--- src/rtl/bitonic_sort_stream.sv ---
// Streaming stable vector sorter: odd-even transposition, one phase per cycle, tags track origin.
// Optional SORT_EARLY_EXIT_EN: finish once two consecutive phases perform no swaps.
module bitonic_sort_stream #(
  parameter  int WIDTH = 32,
  parameter  int DEPTH = 8,
  localparam int IW    = $clog2(DEPTH),
  localparam int PW    = $clog2(DEPTH + 1)
) (
  input  logic                        clk,
  input  logic                        rst,
  input  logic                        in_valid,
  output logic                        in_ready,
  input  logic [DEPTH-1:0][WIDTH-1:0] in_data,
  input  logic                        in_desc,
  output logic                        out_valid,
  input  logic                        out_ready,
  output logic [DEPTH-1:0][WIDTH-1:0] out_data,
  output logic [DEPTH-1:0][IW-1:0]    out_idx,
  output logic [PW-1:0]               out_phases,
  output logic [1:0]                  dbg_state
);

  // Handshakes: a transfer happens on a rising edge where valid and ready are both 1.
  // in_ready depends only on state; out_valid holds with stable data until accepted.
  typedef enum logic [1:0] {IDLE = 2'd0, SORT = 2'd1, DONE = 2'd2} state_t;

  state_t                      state_q, state_d;
  logic [DEPTH-1:0][WIDTH-1:0] data_q, data_d, ex_data;
  logic [DEPTH-1:0][IW-1:0]    tag_q, tag_d, ex_tag;
  logic                        desc_q, desc_d;
  logic [PW-1:0]               phase_q, phase_d;
  logic                        zero_q, zero_d;
  logic                        any_swap;
  logic                        swap;

  // One compare-exchange phase; pairs are disjoint so every read is from the registered vector.
  always_comb begin
    ex_data  = data_q;
    ex_tag   = tag_q;
    any_swap = 1'b0;
    swap     = 1'b0;
    for (int i = 0; i < DEPTH - 1; i++) begin
      if (i[0] == phase_q[0]) begin
        swap = desc_q ? (data_q[i] < data_q[i+1]) : (data_q[i] > data_q[i+1]);
        if (swap) begin
          ex_data[i]   = data_q[i+1];
          ex_data[i+1] = data_q[i];
          ex_tag[i]    = tag_q[i+1];
          ex_tag[i+1]  = tag_q[i];
          any_swap     = 1'b1;
        end
      end
    end
  end

  always_comb begin
    state_d = state_q;
    data_d  = data_q;
    tag_d   = tag_q;
    desc_d  = desc_q;
    phase_d = phase_q;
    zero_d  = zero_q;
    case (state_q)
      IDLE: begin
        if (in_valid) begin
          data_d  = in_data;
          desc_d  = in_desc;
          for (int i = 0; i < DEPTH; i++) tag_d[i] = IW'(i);
          phase_d = '0;
          zero_d  = 1'b0;
          state_d = SORT;
        end
      end
      SORT: begin
        data_d  = ex_data;
        tag_d   = ex_tag;
        phase_d = phase_q + 1'b1;
        zero_d  = !any_swap;
        if (phase_q == PW'(DEPTH - 1)) begin
          state_d = DONE;
        end
`ifdef SORT_EARLY_EXIT_EN
        else if (!any_swap && zero_q) begin
          state_d = DONE;
        end
`endif
      end
      DONE: begin
        if (out_ready) state_d = IDLE;
      end
      default: state_d = IDLE;
    endcase
  end

  always_ff @(posedge clk) begin
    if (rst) begin
      state_q <= IDLE;
      data_q  <= '0;
      tag_q   <= '0;
      desc_q  <= 1'b0;
      phase_q <= '0;
      zero_q  <= 1'b0;
    end else begin
      state_q <= state_d;
      data_q  <= data_d;
      tag_q   <= tag_d;
      desc_q  <= desc_d;
      phase_q <= phase_d;
      zero_q  <= zero_d;
    end
  end

  always_comb begin
    in_ready   = (state_q == IDLE);
    out_valid  = (state_q == DONE);
    out_data   = '0;
    out_idx    = '0;
    out_phases = '0;
    dbg_state  = state_q;
    if (state_q == DONE) begin
      out_data   = data_q;
      out_idx    = tag_q;
      out_phases = phase_q;
    end
  end

endmodule

--- config.mk ---
export PLATFORM = sky130hd
export DESIGN_NAME = bitonic_sort_stream
export DESIGN_NICKNAME = d
export VERILOG_FILES = /design/src/rtl/bitonic_sort_stream.sv
export SDC_FILE = /design/constraint.sdc
export NUM_CORES = 1
export LEC_CHECK = 0
export ABC_CLOCK_PERIOD_IN_PS = 3700
export CORE_MARGIN = 3
export CORE_UTILIZATION = 52
export DETAILED_ROUTE_END_ITERATION = 7
export PLACE_DENSITY = 0.81
export SYNTH_ARGS = -nofsm -noshare
export SYNTH_HDL_FRONTEND = slang
export SYNTH_SLANG_ARGS = --single-unit
--- constraint.sdc ---
create_clock -name clk -period 3.7 [get_ports clk]
set_clock_uncertainty 0.05 [all_clocks]
set_input_delay 0.925 -clock clk [delete_from_list [all_inputs] [get_ports clk]]
set_output_delay 0.925 -clock clk [all_outputs]
set_load 0.01 [all_outputs]
==> results.yml <==
hold_path:
  min_path_cells: 2
  worstHoldPathType: "reg2reg"
die:
  design.die.area_um2: 46820
  start_util: 0.5307
  rows: 76
  die_w_um: 216.4
  fp.dieH_um: 216.4
  io_pins: 549
  core-area_um2: 43360
grt:
  grt_pass1_wl_mm: 151.1
  grt_max_degree: 142
  grt_pass1_vias: 26160
  overflow: 0
  grtUsageTotal: 0.4038
  grt_antenna_before_repair: 5
synthesis:
  ys_top_cells_by_area: "dfxtp_1, ha_1, and2_1, a21oi_1, nand2_1"
  synth_area_um2: 23010
  synth_warnings: 0
  yosysUniqueCellTypes: 69
  synth-compound-area-share: 0.2674
  ys_seq_elements: 287
  synthSimpleGateAreaFrac: 0.2290
  synthCells: 3083
  synth_edf_count: 0
  syn_area_per_cell_um2: 7.465
  synth_mux_area_frac: 0.04893
  synth_top_area_cell: "dfxtp_1"
  async_flop_share: 0
  synth_top_family_by_area: "compound AO/OA/AOI/OAI gates"
  synth_top_area_frac: 0.2497
  synth_xor_area_frac: 0
  synthAdderAreaFrac: 0.1223
  synth_fp_nets: 3569
  seq_area_frac_synth: 0.2497
  ys.flop_type: "dfxtp_1"
sta:
  fin_crit_ns: 3.666
  setup_violations: 0
  hold_viol_final: 0
  max_freq_mhz: 272.8
  tightest_slew_ns: 0.8224
  timing.final.crit_share: 0.9907
  max_slew_margin: 0.4471
  finalMaxSlewViolations: 0
setup_path:
  critPathMaxFanout: 141
  worstSetupStartpointType: "register"
  critPathKind: "reg2out"
  reg2regPathDepth: 12
  cp-end-kind: "output pin"
  arrival_ns: 2.69
  cp.required_ns: 2.72
clock_network:
  root_buffer: "clkbuf_16"
  worstSkewPairLatency_ns: 0.57
  numCtsBuffers: 37
  clock_path_buffers: 3
  cts-resized-gates: 1
  h-tree-depth: 2
  ctsHoldBuffers: 0
  cts.sinks: 287
  cts_tree: "done"
  post_cts_buffers: 0
  clk_pin_slew_worst_paths_ns: 0.06
cells_and_area:
  fin_util: 0.7106
  syn_to_final_growth_pct: 33.88
  layout_common_cells: "clkdlybuf4s50_1, a21oi_1, nand2_1, and2_1, dfxtp_1"
  nFillCells: 3494
  final_common_cell: "clkdlybuf4s50_1"
  fin_nets: 4043
  multiInputGateArea_um2: 15460
  seq_area_um2: 5746
  drive_gt1_frac: 0.06278
place:
  gp_congestion: 1.001
  io_buffers: 548
  hpwl_mm: 74.43
routing:
  first_iter_violations: 3371
  dr_total_vias: 27000
  firstDrtPassIters: 7
  avgViaCountPerCell: 6.471
  drcViolationCount: 0
  wl_per_cell_um: 23.90
  ant_nets: 0
  wirelength_mm: 99.76
pwr:
  power_density_nw_per_um2: 392.9
  p_total_mw: 12.11
  p_int_mw: 7.561
  seq_power_share: 0.313
  switching_share: 0.3754
  power.switching_mw: 4.544
  clock_power_share: 0.328
  ir_worst_vdd_mv: 0.2547
  p_comb_frac: 0.359
  p_leak_nw: 12.25
outcome:
  status: "finished, final reports clean"
flow_run:
  maxCapViolations: 0
-- sequential cells by signal, indices dropped and copies added, names as in the netlist --
name and cells:
phase_q 4, desc_q 1, dbg_state 2, tag_q 24, data_q 256
-- layout make-up --
cell class	count	share of cell area
clock inverters	9	0.004832
repair buffers	672	0.2167
clock buffers	57	0.03744
inverters	236	0.02875
flip-flops and latches	287	0.1865
multi-input cells	2323	0.5017
well taps	585	0.02376
diodes	4	0.0003249
-- per-stage QoR --
| stage | hold slack, ns | worst slack [ns] | cell area, µm² | cells | TNS, ns |
|---|---|---|---|---|---|
| 6_report | 0.4205 | 0.03441 | 30810 | 4173 | 0 |
| 5_1_grt | 0.4464 | -0.001472 | 30810 | 4173 | -0.002155 |
| 4_1_cts | 0.4185 | 0.04993 | 30790 | 4169 | 0 |
| 3_5_place_dp | 0.4126 | 0.2540 | 29480 | 4103 | 0 |
| 3_3_place_gp | 0.4002 | 0.3674 | 29480 | 4103 | 0 |
| 2_1_floorplan | 0.3907 | 0.7452 | 23010 | 3083 | 0 |
-- Yosys cell counts, types with 12 or more instances --
master,count
a21oi_1,349
nand2_1,322
and2_1,292
dfxtp_1,287
inv_1,236
ha_1,225
clkbuf_1,190
nand3_1,164
nor2_1,143
o21ai_0,136
a221o_1,105
mux2i_1,72
a22oi_1,64
nor3_1,45
a311oi_1,38
nand4_1,38
o221ai_1,35
o211a_1,33
o22ai_1,32
o21ai_1,30
mux2_1,28
a21o_1,27
buf_2,26
nor4_1,14
buf_4,12
-- critical path: stages (launching register included) --
cell and delay, ns:
dfxtp_1 0.43, nor2b_4 0.31, buf_16 0.39, and2_1 0.32, clkdlybuf4s50_1 0.58
-- power by group through the flow --
stage | clock network [mW] | registers [mW] | logic [mW]
4_1_cts | 3.95 | 3.78 | 4.21
3_5_place_dp | 0 | 3.84 | 4.17
5_1_grt | 4.07 | 3.82 | 4.68
2_1_floorplan | 0 | 3.69 | 2.75
6_report | 3.97 | 3.79 | 4.34
3_3_place_gp | 0 | 3.83 | 4.03
-- layer usage --
metal / routed length, µm / track usage / vias up / share of wire
li1: - / - / 12050 / -
met1: 38750 / 0.5175 / 12750 / 0.39
met2: 45640 / 0.6597 / 1843 / 0.46
met3: 10300 / 0.07936 / 352 / 0.10
met4: 5047 / 0.1812 / 2 / 0.051
met5: 13 / 0 / - / 0.00013
-- worst paths after layout --
kind              slack (ns)          from            end
hold reg to reg         0.42     tag_q[23]      tag_q[23]
setup / recovery        0.03  dbg_state[1]  out_data[114]
hold / removal          0.42     tag_q[23]      tag_q[23]
setup reg to reg        0.13   data_q[159]    data_q[150]
-- kinds of logic (layout without fill, tap and decap cells) --
family	after synthesis	in the layout
AOI/OAI and AO/OA	927	927
adders and majority gates	225	225
buffers and inverters	473	974
DFF	287	287
muxes	108	108
other	0	4
and+or+nand+nor	1063	1063
Power figures use the tool's default switching activity.
